<file path="src/rtl/hazard_stall_ctrl.sv">
// hazard_stall_ctrl
//   Decode-stage sequencing controller. Keeps a per-register busy scoreboard,
//   stalls IF/ID and bubbles EX on RAW/WAW hazards, and holds flush_if/flush_id
//   high for FLUSH_CYCLES cycles after a taken branch.
//
//   Optional build macro: HAZARD_WB_BYPASS_EN -- a writeback in the same cycle
//   resolves the hazard on that register. The register file must then forward
//   write data to its read ports.
//
// Ports
//   clk, reset                    clock, synchronous active-high reset
//   id_valid                      decode holds a valid instruction
//   id_src{1,2}_idx/_use          source operands and their read enables
//   id_dest_idx/id_dest_wr        destination and its write enable
//   wb_valid/wb_idx               writeback commit
//   branch_taken                  taken branch resolved in EX (1-cycle pulse)
//   issue                         decode instruction advances to EX
//   stall_if/stall_id/bubble_ex   hazard stall controls
//   flush_if/flush_id             squash IF/ID registers
//   busy_vec                      registered scoreboard
//   stall_count                   saturating hazard-stall cycle count
module hazard_stall_ctrl #(
  parameter int NUM_REGS     = 32,
  parameter int IDX_W        = 5,
  parameter int FLUSH_CYCLES = 2,
  parameter int CNT_W        = 16
) (
  input  logic                clk,
  input  logic                reset,
  input  logic                id_valid,
  input  logic [IDX_W-1:0]    id_src1_idx,
  input  logic                id_src1_use,
  input  logic [IDX_W-1:0]    id_src2_idx,
  input  logic                id_src2_use,
  input  logic [IDX_W-1:0]    id_dest_idx,
  input  logic                id_dest_wr,
  input  logic                wb_valid,
  input  logic [IDX_W-1:0]    wb_idx,
  input  logic                branch_taken,
  output logic                issue,
  output logic                stall_if,
  output logic                stall_id,
  output logic                bubble_ex,
  output logic                flush_if,
  output logic                flush_id,
  output logic [NUM_REGS-1:0] busy_vec,
  output logic [CNT_W-1:0]    stall_count
);

  localparam int FC_W = (FLUSH_CYCLES > 1) ? $clog2(FLUSH_CYCLES) : 1;
  localparam logic [FC_W-1:0] FC_LOAD = FC_W'(FLUSH_CYCLES - 1);

  typedef enum logic {IDLE, FLUSH} state_e;

  state_e              state_q, state_d;
  logic [FC_W-1:0]     fcnt_q, fcnt_d;
  logic [NUM_REGS-1:0] busy_q, busy_d;
  logic [CNT_W-1:0]    scnt_q, scnt_d;

  logic [NUM_REGS-1:0] wb_dec, busy_eff, set_vec;
  logic                hazard, flushing;

  // One-hot decode of a register index; out-of-range indices decode to zero.
  function automatic logic [NUM_REGS-1:0] idx_dec(input logic [IDX_W-1:0] idx);
    idx_dec = '0;
    for (int i = 0; i < NUM_REGS; i++)
      if (idx == IDX_W'(i)) idx_dec[i] = 1'b1;
  endfunction

  always_comb begin
    wb_dec = wb_valid ? idx_dec(wb_idx) : '0;
`ifdef HAZARD_WB_BYPASS_EN
    busy_eff = busy_q & ~wb_dec;
`else
    busy_eff = busy_q;
`endif
    // busy_q[0] is never set, so r0 can never raise a hazard.
    hazard = id_valid & ((id_src1_use & |(busy_eff & idx_dec(id_src1_idx))) |
                         (id_src2_use & |(busy_eff & idx_dec(id_src2_idx))) |
                         (id_dest_wr  & |(busy_eff & idx_dec(id_dest_idx))));
    flushing  = (state_q == FLUSH) | branch_taken;
    stall_if  = hazard & ~flushing;
    stall_id  = stall_if;
    bubble_ex = stall_if;
    issue     = id_valid & ~hazard & ~flushing;
    flush_if  = flushing;
    flush_id  = flushing;
    busy_vec    = busy_q;
    stall_count = scnt_q;
  end

  // Scoreboard next state: clear on writeback, then set on issue (set wins).
  always_comb begin
    set_vec    = (issue & id_dest_wr) ? idx_dec(id_dest_idx) : '0;
    set_vec[0] = 1'b0;
    busy_d     = (busy_q & ~wb_dec) | set_vec;
    scnt_d     = (stall_id && !(&scnt_q)) ? scnt_q + 1'b1 : scnt_q;
  end

  // Flush sequencer. The branch cycle itself is the first flush cycle, so
  // FLUSH holds fcnt_q = remaining extra cycles and leaves when it hits 1.
  always_comb begin
    state_d = state_q;
    fcnt_d  = fcnt_q;
    case (state_q)
      IDLE: begin
        if (branch_taken && FLUSH_CYCLES > 1) begin
          state_d = FLUSH;
          fcnt_d  = FC_LOAD;
        end
      end
      FLUSH: begin
        if (branch_taken) begin
          fcnt_d = FC_LOAD;
        end else if (fcnt_q <= FC_W'(1)) begin
          state_d = IDLE;
          fcnt_d  = '0;
        end else begin
          fcnt_d = fcnt_q - 1'b1;
        end
      end
      default: begin
        state_d = IDLE;
        fcnt_d  = '0;
      end
    endcase
  end

  always_ff @(posedge clk) begin
    if (reset) begin
      state_q <= IDLE;
      fcnt_q  <= '0;
      busy_q  <= '0;
      scnt_q  <= '0;
    end else begin
      state_q <= state_d;
      fcnt_q  <= fcnt_d;
      busy_q  <= busy_d;
      scnt_q  <= scnt_d;
    end
  end

endmodule

</file>
<file path="config.mk">
export PLATFORM = sky130hd
export DESIGN_NAME = hazard_stall_ctrl
export DESIGN_NICKNAME = d
export VERILOG_FILES = /design/src/rtl/hazard_stall_ctrl.sv
export SDC_FILE = /design/constraint.sdc
export NUM_CORES = 1
export LEC_CHECK = 0
export CORE_MARGIN = 5
export CORE_UTILIZATION = 45
export CTS_CLUSTER_DIAMETER = 150
export CTS_CLUSTER_SIZE = 30
export DETAILED_ROUTE_END_ITERATION = 8
export DONT_BUFFER_PORTS = 1
export PLACE_DENSITY = 0.61
export SYNTH_ARGS = -nofsm -noshare
export SYNTH_HDL_FRONTEND = slang
export SYNTH_SLANG_ARGS = --single-unit
</file>
<file path="constraint.sdc">
create_clock -name clk -period 13.4 [get_ports clk]
set_clock_uncertainty 0.1 [all_clocks]
set_input_delay 4.02 -clock clk [delete_from_list [all_inputs] [get_ports clk]]
set_output_delay 4.02 -clock clk [all_outputs]
set_load 0.005 [all_outputs]
</file>
==> run metrics, run 1 <==
CTS tree yes; sequential area share after synthesis 0.281; syn_nets 474; Final setup viols 0; slew at the pin closest to its max-slew limit 606 ps; worst hold path class reg -> reg; min cycle time layout 10,010 ps; slowest stage delay, CP between 300 and 400 ps; crit path kind in -> out; CTS clk-pin slew, worst paths about 100 ps; final period utilization 0.747; Post-Syn Area 0.00349 sq mm; CP max stage cell a2111oi_2; routed wire length 11,500 microns; commonest non-fill, non-tap cell in the layout dfxtp_1; final hold vios 0; routability cong. 0.922; initial antenna violation count 0; VDD IR max 50.1 uV; Levels on crit path 8; vias about 3,500; DRC Markers 0; DR vias/cell 6.72; Startpoint Class primary input; Starting Density 0.457; Worst Reg-to-Reg Cells 8; Fill cells 772; run status finished clean; H-tree levels 2; Syn Area/Cell 7.85 sq um; post-synth cell types 63; die footprint 0.00962 sq mm; num ports 82; Synth async-reset ratio 0; Cells after Synth around 450; Detail Route Antenna Nets 0; number of global-route vias before repair 3,215; CP startpoint id_src1_idx[0]; fmax 0.0999 GHz; TritonCTS Buffers 5; synth-to-layout area growth 1.36%; Setup WS pre-CTS 3420 ps; reg-to-reg critical path endpoint busy_vec[21]; clk sink count 49; R2R Setup Slk 10,120 ps; post_cts resized 0; fin util 0.463; GRT Total Usage 0.229; Critical Path End issue; Die Ht 98.1 microns; DR iter-0 viols 456; Fin Hold WS between 400 and 500 ps; # Post-CTS Setup Buffers 0; RSZ-0062 raised after global routing no; pins over their slew limit 0; wire per inst 22.2 microns; Hold Buf Count CTS 0; EDFF count, synth 0; Root Buffer clkbuf_8; First-pass DRT Iterations 5; Crit path max-delay family compound AO/OA/AOI/OAI gates; PD cells 73.7 mW/mm^2; Max-slew headroom 0.596; DPL Wire Length 8220 microns; Synth Register Bits 49; clk_lat worst skew 310 ps; share of layout cells above drive strength 1 0.0865; Yosys warnings 0; setup slack after layout 3390 ps; worst reg2reg startpoint busy_vec[1]; Critical Path Sink Type output pin; Min-Delay Startpoint stall_count[15]; total congestion overflow 0; Fin Setup TNS 0 ps; Placement Rows 32; Leakage about 1.1 nW; top_reg_cell synth dfxtp_1; Worst Path Arrival 5890 ps; CP Max Fanout 22; Ant. Diodes 0; Worst Path Buf+Inv 1; total core area 0.00765 sq mm; port bufs 0; number of max-cap violations 0; most frequent cells in the layout dfxtp_1 (49), nand2_1 (31), a21oi_1 (29), nand3_1 (27); clk buf depth 2; Nets 444; Critical Path, Cell by Cell mux2_1 -> a32o_1 -> a2111oi_2 -> a221oi_1 -> a31o_1 -> a21oi_1 -> buf_4 -> and2_1; largest net degree at the start of global routing 44; Die W 98.1 microns; required time worst endpoint 9280 ps; global-route wire length before repair 17,700 microns
==> flip-flops by register name, summed over array words and instances, names as in the netlist <==
name	cells
busy_vec	32
stall_count	16
state_q	1
==> worst min path at each step <==
stage / end / cells past startpoint
2_1_floorplan: busy_vec[0] / 2
3_3_place_gp: stall_count[15] / 2
3_5_place_dp: stall_count[15] / 2
4_1_cts: stall_count[15] / 2
5_1_grt: stall_count[15] / 2
6_report: stall_count[15] / 2
==> routing by layer <==
| metal | wire length [microns] | vias to the layer above | track usage |
|---|---|---|---|
| met4 | 174 | 0 | 0.0735 |
| li1 | - | 1624 | - |
| met1 | 4750 | 1660 | 0.300 |
| met5 | 0 | - | 0 |
| met3 | 1560 | 17 | 0.0886 |
| met2 | 5030 | 178 | 0.346 |
==> cells in the mapped netlist (all sizes together), types with 4 or more instances <==
library cell  instances  share of area
o31ai                 4         0.0086
nand2b               11          0.020
nand3b               14          0.030
nand4                 4         0.0072
o211ai                4         0.0086
mux2                 16          0.052
clkbuf               25          0.027
nor3                  9          0.013
or4                   5          0.012
a21oi                29          0.042
nor2                 22          0.024
inv                   5         0.0054
and2                  4         0.0072
nand2                31          0.033
a221oi                5          0.013
nor4                  7          0.013
o311ai                6          0.015
o221ai                5          0.013
or3b                  4          0.010
dfxtp                49           0.28
or3                  20          0.036
nor2b                22          0.039
nor4b                 5          0.013
nand3                27          0.039
mux2i                19          0.054
buf                  14          0.025
o21ai                34          0.049
==> area by class of cell <==
class | instances | area [sq um] | area share
Clock buffer | 6 | 72.6 | 0.0205
Clock inverter | 2 | 15.0 | 0.00424
Inverter | 5 | 18.8 | 0.00530
Multi-Input combinational cell | 352 | 2310 | 0.653
Sequential cell | 49 | 981 | 0.277
Tap cell | 102 | 128 | 0.0360
Timing Repair Buffer | 2 | 15.0 | 0.00424
==> where the power goes <==
group / total, mW / internal, mW / switching (mW) / leakage (nW)
clock: 0.0903 / 0.0369 / 0.0534 / 0.0374
combinational: 0.0238 / 0.00998 / 0.0139 / 0.638
sequential: 0.147 / 0.146 / 0.000755 / 0.395
==> cells by family (layout without fill, tap and decap cells) <==
| logic type | after synthesis | in the layout | share of synthesized area |
|---|---|---|---|
| and+or+nand+nor | 201 | 201 | 0.333 |
| DFF | 49 | 49 | 0.281 |
| adders and majority gates | 1 | 1 | 0.00358 |
| AOI/OAI and AO/OA | 114 | 114 | 0.212 |
| buffers and inverters | 44 | 15 | 0.0577 |
| muxes | 36 | 36 | 0.112 |
==> stage by stage <==
step | power (mW) | instance area [sq um] | std cells
after floorplan | 0.179 | 3490 | 445
after global placement | 0.174 | 3450 | 510
after detailed placement | 0.174 | 3450 | 510
after CTS | 0.263 | 3540 | 518
after global routing | 0.271 | 3540 | 518
final | 0.261 | 3540 | 518
==> worst min-delay path: cells and delay by family (launching register included) <==
kind	cells	cell delay [ps]
compound gates	2	130
flops	1	350
Power figures use the tool's default switching activity.
==> run 2: changes to the inputs <==
==> constraint.sdc (replaced) <==
create_clock -name clk -period 9.91 [get_ports clk]
set_clock_uncertainty 0.1 [all_clocks]
set_input_delay 2.973 -clock clk [delete_from_list [all_inputs] [get_ports clk]]
set_output_delay 2.973 -clock clk [all_outputs]
set_load 0.005 [all_outputs]
==> run 2 against run 1 <==
Against the previous run: sequential cell count stayed put; hold slack better by 5.9 ps; total power is 36% higher; global-route usage hardly changed; first-iteration DRC count is 14% lower; utilization is 0.082 points higher; critical endpoint unchanged.
==> run metrics, run 2 (same netlist as run 1, synthesis figures left out) <==
crit path kind in -> out; final hold vios 0; min cycle time layout 8000 ps; Fill cells between 700 and 800; vias between 3,000 and 4,000; share of layout cells above drive strength 1 0.0889; largest net degree at the start of global routing 44; post_cts resized 0; clk_lat worst skew 310 ps; fin util 0.464; Min-Delay Startpoint stall_count[1]; Worst Path Arrival a little under 5000 ps; Starting Density 0.457; most frequent cells in the layout dfxtp_1 (49), nand2_1 (31), a21oi_1 (29), nand3_1 (27); Clock power frac 0.348; Critical Path, Cell by Cell mux2_1 -> a32o_1 -> a2111oi_2 -> a221oi_1 -> a31o_1 -> a21oi_1 -> and2_1; Startpoint Class primary input; Detail Route Antenna Nets 0; initial antenna violation count 0; Die Ht 98.1 microns; Hold Buf Count CTS 0; Placement Rows 32; H-tree levels 2; CP Max Fanout 16; commonest non-fill, non-tap cell in the layout dfxtp_1; num ports 82; PD cells 99.8 mW/mm^2; combinational power share 0.092; slew at the pin closest to its max-slew limit about 600 ps; wire per inst approximately 22 microns; worst reg2reg startpoint busy_vec[1]; Nets approximately 440; Critical Path Sink Type output pin; required time worst endpoint between 6000 and 7000 ps; number of global-route vias before repair between 3,000 and 4,000; Overall Power 0.354 mW; Root Buffer clkbuf_8; GRT Total Usage 0.229; CP max stage cell a21oi_1; routability cong. 0.901; Psw 0.0920 mW; CTS tree yes; CP startpoint id_src1_idx[0]; number of max-cap violations 0; synth-to-layout area growth 1.54%; internal power ~0.26 mW; Max-slew headroom 0.589; fmax 0.125 GHz; # Post-CTS Setup Buffers 0; VDD IR max roughly 58 uV; DR iter-0 viols 392; run status finished clean; Die W 98.1 microns; First-pass DRT Iterations 5; TritonCTS Buffers 5; Final setup viols 0; DPL Wire Length 8320 microns; Leakage around 1.1 nW; DRC Markers 0; sw frac 0.260; RSZ-0062 raised after global routing no; final period utilization 0.807; DR vias/cell 6.81; die footprint 0.00962 sq mm; pins over their slew limit 0; slowest stage delay, CP between 400 and 500 ps; Ant. Diodes 0; sequential power share 0.561; clk buf depth 2; Fin Hold WS 420 ps; CTS clk-pin slew, worst paths ~100 ps; total core area 0.00765 sq mm; worst hold path class reg -> reg; Fin Setup TNS 0 ps; routed wire length 11,400 microns; clk sink count 49; global-route wire length before repair approximately 18,000 microns; Largest register FFs 32; total congestion overflow 0; port bufs 0
-- run 2: final cells by class --
cell class	instances	area (sq um)	share of cell area
clock buffer	5	68.8	0.0194
sequential	49	981	0.277
multi-input combinational	352	2310	0.652
clock inverter	3	25.0	0.00705
inverter	5	18.8	0.00529
tap	102	128	0.0360
timing repair buffer	2	15.0	0.00423
-- run 2: per-layer routing --
metal,track usage,part of all wire,vias to the layer above
li1,-,-,1618
met1,0.306,0.43,1685
met2,0.344,0.43,184
met3,0.0786,0.12,38
met4,0.0767,0.027,0
met5,0,0,-
-- run 2: final timing paths --
path | endpoint | slack, ps | cells after the start
hold / removal | stall_count[1] | 420 | 2
setup reg to reg | busy_vec[21] | 6720 | 8
setup / recovery | issue | 1910 | 7
hold reg to reg | stall_count[1] | 420 | 2
-- run 2: power by group through the flow --
| stage | clock (mW) | combinational, mW | sequential (mW) |
|---|---|---|---|
| 2_1_floorplan | 0 | 0.0394 | 0.203 |
| 3_3_place_gp | 0 | 0.0321 | 0.203 |
| 3_5_place_dp | 0 | 0.0321 | 0.203 |
| 4_1_cts | 0.128 | 0.0321 | 0.199 |
| 5_1_grt | 0.138 | 0.0353 | 0.199 |
| 6_report | 0.123 | 0.0324 | 0.198 |
-- run 2: stage by stage --
step | instances | setup WS, ps | cell area, sq um
global placement | 510 | 1940 | 3450
CTS | 518 | 1910 | 3550
detailed placement | 510 | 1910 | 3450
floorplan | 445 | 1830 | 3490
global route | 518 | 1730 | 3550
finish | 518 | 1910 | 3550
-- run 2: critical path: cells and delay by family --
kind / cells / cell delay (ps)
AOI/OAI and AO/OA: 5 / 1430
muxes: 1 / 290
and+or+nand+nor: 1 / 230
